**config.mk**
```make
export PLATFORM = sky130hd
export DESIGN_NAME = inst_fetch
export DESIGN_NICKNAME = d
export VERILOG_FILES = /design/src/rtl/inst_fetch.sv
export SDC_FILE = /design/constraint.sdc
export NUM_CORES = 1
export LEC_CHECK = 0
export CAP_MARGIN = 25
export CORE_ASPECT_RATIO = 0.8
export CORE_MARGIN = 2
export CORE_UTILIZATION = 50
export CTS_BUF_LIST = sky130_fd_sc_hd__clkbuf_4
export DETAILED_ROUTE_END_ITERATION = 6
export PLACE_DENSITY = 0.92
export SLEW_MARGIN = 20
export SYNTH_ARGS = -nofsm -noshare
export SYNTH_HDL_FRONTEND = slang
export SYNTH_SLANG_ARGS = --single-unit
```
**constraint.sdc**
```tcl
create_clock -name clock -period 3.9 [get_ports clock]
set_clock_uncertainty 0.2 [all_clocks]
set_input_delay 0.975 -clock clock [delete_from_list [all_inputs] [get_ports clock]]
set_output_delay 0.975 -clock clock [all_outputs]
set_load 0.01 [all_outputs]
```
**src/rtl/inst_fetch.sv**
```systemverilog
// rtl/inst_fetch.sv - instruction fetch stage: four byte reads per word via arbiter; optional I-cache under ICACHE_EN
module inst_fetch #(
  parameter int ICACHE_INDEX_W = 6
) (
  input  logic        clock,
  input  logic        reset,
  input  logic        sending,
  input  logic [31:0] pc_i,
  input  logic        br,
  output logic        stall0,
  input  logic        stall_in,
  output logic        ram_req_o,
  output logic [31:0] ram_addr_o,
  input  logic        mem_grant,
  input  logic [7:0]  ram_data_i,
  output logic        inst_valid_o,
  output logic [31:0] inst_o,
  output logic [31:0] inst_pc_o
);

  typedef enum logic {IDLE, FETCH} state_t;

  state_t      r_state;
  state_t      w_state_nxt;
  logic [31:0] r_base;
  logic [2:0]  r_issue_cnt;
  logic [1:0]  r_recv_cnt;
  logic        r_rd_pending;
  logic [23:0] r_word;
  logic        w_accept;
  logic        w_complete;
  logic        w_grant;
  logic        w_hit;
  logic [31:0] w_line;

  assign w_grant = ram_req_o & mem_grant;

`ifdef ICACHE_EN
  localparam int LINES = 1 << ICACHE_INDEX_W;
  localparam int TAG_W = 30 - ICACHE_INDEX_W;

  logic [LINES-1:0]          r_cv;
  logic [TAG_W-1:0]          r_ctag  [LINES];
  logic [31:0]               r_cdata [LINES];
  logic [ICACHE_INDEX_W-1:0] w_idx;
  logic [ICACHE_INDEX_W-1:0] w_fill_idx;

  assign w_idx      = pc_i[ICACHE_INDEX_W+1:2];
  assign w_fill_idx = r_base[ICACHE_INDEX_W+1:2];
  assign w_hit      = r_cv[w_idx] && (r_ctag[w_idx] == pc_i[31:ICACHE_INDEX_W+2]);
  assign w_line     = r_cdata[w_idx];

  // line valid bits: cleared by reset, set when a fetch completes without a redirect
  always_ff @(posedge clock) begin
    if (reset) begin
      r_cv <= '0;
    end else if (!br && w_complete) begin
      r_cv[w_fill_idx] <= 1'b1;
    end
  end

  // line tag/data fill on completion
  always_ff @(posedge clock) begin
    if (!reset && !br && w_complete) begin
      r_ctag[w_fill_idx]  <= r_base[31:ICACHE_INDEX_W+2];
      r_cdata[w_fill_idx] <= {ram_data_i, r_word};
    end
  end
`else
  // no cache storage: every accept goes to RAM
  assign w_hit  = (ICACHE_INDEX_W < 0);
  assign w_line = 32'h0;
`endif

  // state register
  always_ff @(posedge clock) begin
    if (reset) r_state <= IDLE;
    else       r_state <= w_state_nxt;
  end

  // next state, PC-register throttle and byte request
  always_comb begin
    w_state_nxt = r_state;
    stall0      = (r_state != IDLE) | (inst_valid_o & stall_in);
    ram_req_o   = 1'b0;
    ram_addr_o  = 32'h0;
    w_accept    = 1'b0;
    w_complete  = 1'b0;
    case (r_state)
      IDLE: begin
        if (sending && !br && !stall0) begin
          w_accept = 1'b1;
          if (!w_hit) w_state_nxt = FETCH;
        end
      end
      FETCH: begin
        ram_req_o  = ~r_issue_cnt[2];
        ram_addr_o = ram_req_o ? (r_base + {29'h0, r_issue_cnt}) : 32'h0;
        w_complete = r_rd_pending && (r_recv_cnt == 2'd3);
        if (w_complete) w_state_nxt = IDLE;
      end
      default: w_state_nxt = IDLE;
    endcase
    if (br) w_state_nxt = IDLE;
  end

  // fetch counters, byte assembly and IF/ID output register
  always_ff @(posedge clock) begin
    if (reset) begin
      r_base       <= 32'h0;
      r_issue_cnt  <= 3'd0;
      r_recv_cnt   <= 2'd0;
      r_rd_pending <= 1'b0;
      r_word       <= 24'h0;
      inst_valid_o <= 1'b0;
      inst_o       <= 32'h0;
      inst_pc_o    <= 32'h0;
    end else if (br) begin
      r_issue_cnt  <= 3'd0;
      r_recv_cnt   <= 2'd0;
      r_rd_pending <= 1'b0;
      inst_valid_o <= 1'b0;
    end else begin
      if (w_accept && !w_hit) begin
        r_base       <= pc_i;
        r_issue_cnt  <= 3'd0;
        r_recv_cnt   <= 2'd0;
        r_rd_pending <= 1'b0;
      end else if (r_state == FETCH) begin
        if (w_grant) r_issue_cnt <= r_issue_cnt + 3'd1;
        r_rd_pending <= w_grant;
        if (r_rd_pending) begin
          case (r_recv_cnt)
            2'd0:    r_word[7:0]   <= ram_data_i;
            2'd1:    r_word[15:8]  <= ram_data_i;
            2'd2:    r_word[23:16] <= ram_data_i;
            default: r_word        <= r_word;
          endcase
          r_recv_cnt <= r_recv_cnt + 2'd1;
        end
      end
      if (w_complete) begin
        inst_valid_o <= 1'b1;
        inst_o       <= {ram_data_i, r_word};
        inst_pc_o    <= r_base;
      end else if (w_accept && w_hit) begin
        inst_valid_o <= 1'b1;
        inst_o       <= w_line;
        inst_pc_o    <= pc_i;
      end else if (!(inst_valid_o && stall_in)) begin
        inst_valid_o <= 1'b0;
      end
    end
  end

endmodule

```
==> metrics.yaml <==
placement:
  portBuffers: 144
  gp_congestion: 0.903
  place_area_um2: 7090
  dp_hpwl_um: 10500
  dp_slack_ns: 0.0700
critical_path:
  r2r-start: "r_state"
  arrival_ns: 2.70
  start_kind: "register"
  reg2reg_depth: 5
  crit_fanout: 8
  endpoint: "ram_addr_o[24]"
  r2r_slack_ns: 1.71
  end_kind: "output port"
  r2r_end: "inst_pc_o[7]"
  crit_type: "register to output port"
  cp-startpoint: "r_issue_cnt[0]"
  critPathRequiredTime_ns: 2.72
power:
  leakage_nw: 2.56
  pwr_density_cell_nw_per_um2: 334
  peakVddDrop_v: 0.000454
  power.total_mw: 2.49
floorplan:
  die_area_um2: 11800
  die_h_um: 97.7
  ios: 145
  die-width_um: 121
  coreArea_um2: 10800
  start_util_pct: 50.8
  rows: 34
cts:
  clock_path_buffers: 2
  clock-sinks: 128
  clk_pin_slew_ns: 0.12
  numCtsBuffers: 17
  htree_levels: 4
  cts_tree: "done"
  clockRootBuffer: "clkbuf_4"
  clk_latency_ns: 0.54
  hold_buffers: 0
sta:
  rsz0062_at_grt: "true"
  hold_viol: 0
  period_needed_ns: 3.87
  fin_crit_sh_pct: 99.3
  relSlewSlack_pct: 52.3
  setup_slack_ns: 0.0292
  tightest_slew_ns: 0.715
  setup_viol: 0
  max_freq_mhz: 258
  slew_viol_final: 0
  timing.hold.ws_ns: 0.256
grt:
  grt_pass1_wl_um: 25100
  antenna_found_initial: 0
  track_usage_pct: 26.3
  first_global_vias: 5136
  overflow: 0
  grt_max_degree: 69
finish:
  synthToLayoutAreaGrowth_pct: 35.7
  mostFrequentLayoutCells: "265 x nand2_1, 141 x a21oi_1, 124 x dfxtp_1, 118 x clkdlybuf4s50_1, 22 x buf_4"
  layout_commonest_cell: "nand2_1"
  layout-drive-gt1-share_pct: 10.7
  fill_cells: 872
  utilization_pct: 69.0
  antenna_cells: 0
  fin_nets: 923
  design_area_um2: 7450
logic_synthesis:
  synth_async_sr_flop_share_pct: 0
  syn_area_per_cell_um2: 7.52
  synth_edf_count: 0
  synth_nets: 785
  ys_ff_latch: 128
  ys_types: 46
  ys_seq_area_share_pct: 46.7
  syn_inst: 730
  synth_warnings: 0
  synthFlopType: "dfxtp_1"
  synthesis.area_um2: 5490
routing:
  drc_errors: 0
  dr.pass1.iters: 5
  post_drt_wl_per_cell_um: 15.4
  wirelength_um: 15800
  vias_per_cell: 5.50
  drtAntennaViolNets: 0
  dr_total_vias: 5637
  drt_iter0_drc: 539
status:
  status: "complete, no violations"
job:
  cap_violations: 0
hold_path:
  hold_class: "register to register"
## Yosys cell counts, types with 4 or more instances
master	count	share of area, %
nor3_1	4	0.36
o31ai_1	10	1.4
and2_1	8	0.91
or3_1	5	0.57
o21ai_0	7	0.64
a21oi_1	143	13
xor2_1	5	0.80
or4_1	10	1.4
nor2_1	14	0.96
inv_1	12	0.82
and4_1	4	0.64
clkbuf_1	40	2.7
nand4_1	6	0.68
ha_1	8	1.8
nand2_1	266	18
nand2b_1	4	0.46
nand3_1	9	0.82
buf_2	8	0.73
dfxtp_1	128	47
## power breakdown
part / internal [mW] / switching [mW]
sequential: 1.32 / 0.0257
combinational: 0.0714 / 0.0821
clock: 0.461 / 0.529
total: 1.86 / 0.637
## state kept, by name, summed over array words and instances, names as in the netlist
name          cells
r_state           1
inst_o           32
r_rd_pending      1
inst_pc_o        32
r_issue_cnt       3
inst_valid_o      1
r_recv_cnt        2
r_base           32
r_word           24
## layer usage
layer  track usage, %  part of all wire (%)
met5                0                     0
met3             6.72                   7.4
met2             39.8                    45
met4             9.20                   2.1
met1             36.8                    45
## worst min-delay path by stage
stage	from	endpoint	slack (ns)	cells after the start
6_report	r_word[5]	inst_o[5]	0.26	2
5_1_grt	inst_pc_o[28]	inst_pc_o[28]	0.27	2
4_1_cts	r_word[5]	inst_o[5]	0.26	2
3_5_place_dp	r_word[5]	inst_o[5]	0.24	2
3_3_place_gp	r_word[5]	inst_o[5]	0.24	2
2_1_floorplan	r_word[0]	inst_o[0]	0.23	2
## cell families after synthesis
logic type                 count (synthesis)  synth area share (%)
xor gates and xnor gates                   8                  1.28
AOI/OAI and AO/OA                        177                  17.8
DFF                                      128                  46.7
buffers and inverters                     62                  4.62
muxes                                      2                 0.364
adders and majority gates                  9                  2.19
and+or+nand+nor                          344                  27.1
## stage by stage
step | cells | TNS, ns
2_1_floorplan | 730 | 0
3_3_place_gp | 989 | 0
3_5_place_dp | 989 | 0
4_1_cts | 1023 | 0
5_1_grt | 1025 | -0.394
6_report | 1025 | 0
## worst max-delay path: stages, from the launching register on
cell,delay (ns)
dfxtp_2,0.37
ha_4,0.14
inv_2,0.04
fa_2,0.38
nor2b_4,0.19
o2111ai_2,0.18
buf_6,0.18
or4_4,0.42
a21oi_2,0.14
buf_2,0.15
## final cells by class
cell class	instances	area, um2	area share, %
Multi-Input combinational cell	540	2760	37.1
Sequential cell	128	2570	34.5
Timing Repair Buffer	169	1580	21.3
Tap cell	144	180	2.42
Clock inverter	14	178	2.38
Clock buffer	18	135	1.81
Inverter	12	45.0	0.604
## repair_timing
action / CTS / global route
cloned: 0 / 0
endpoints found under the hold margin: 0 / 0
resized for setup: 62 / 20
setup endpoints to repair: 24 / 15
setup buffers: 2 / 2
pin swaps: 1 / 9
Note: power is estimated with default switching activity, not from simulation.
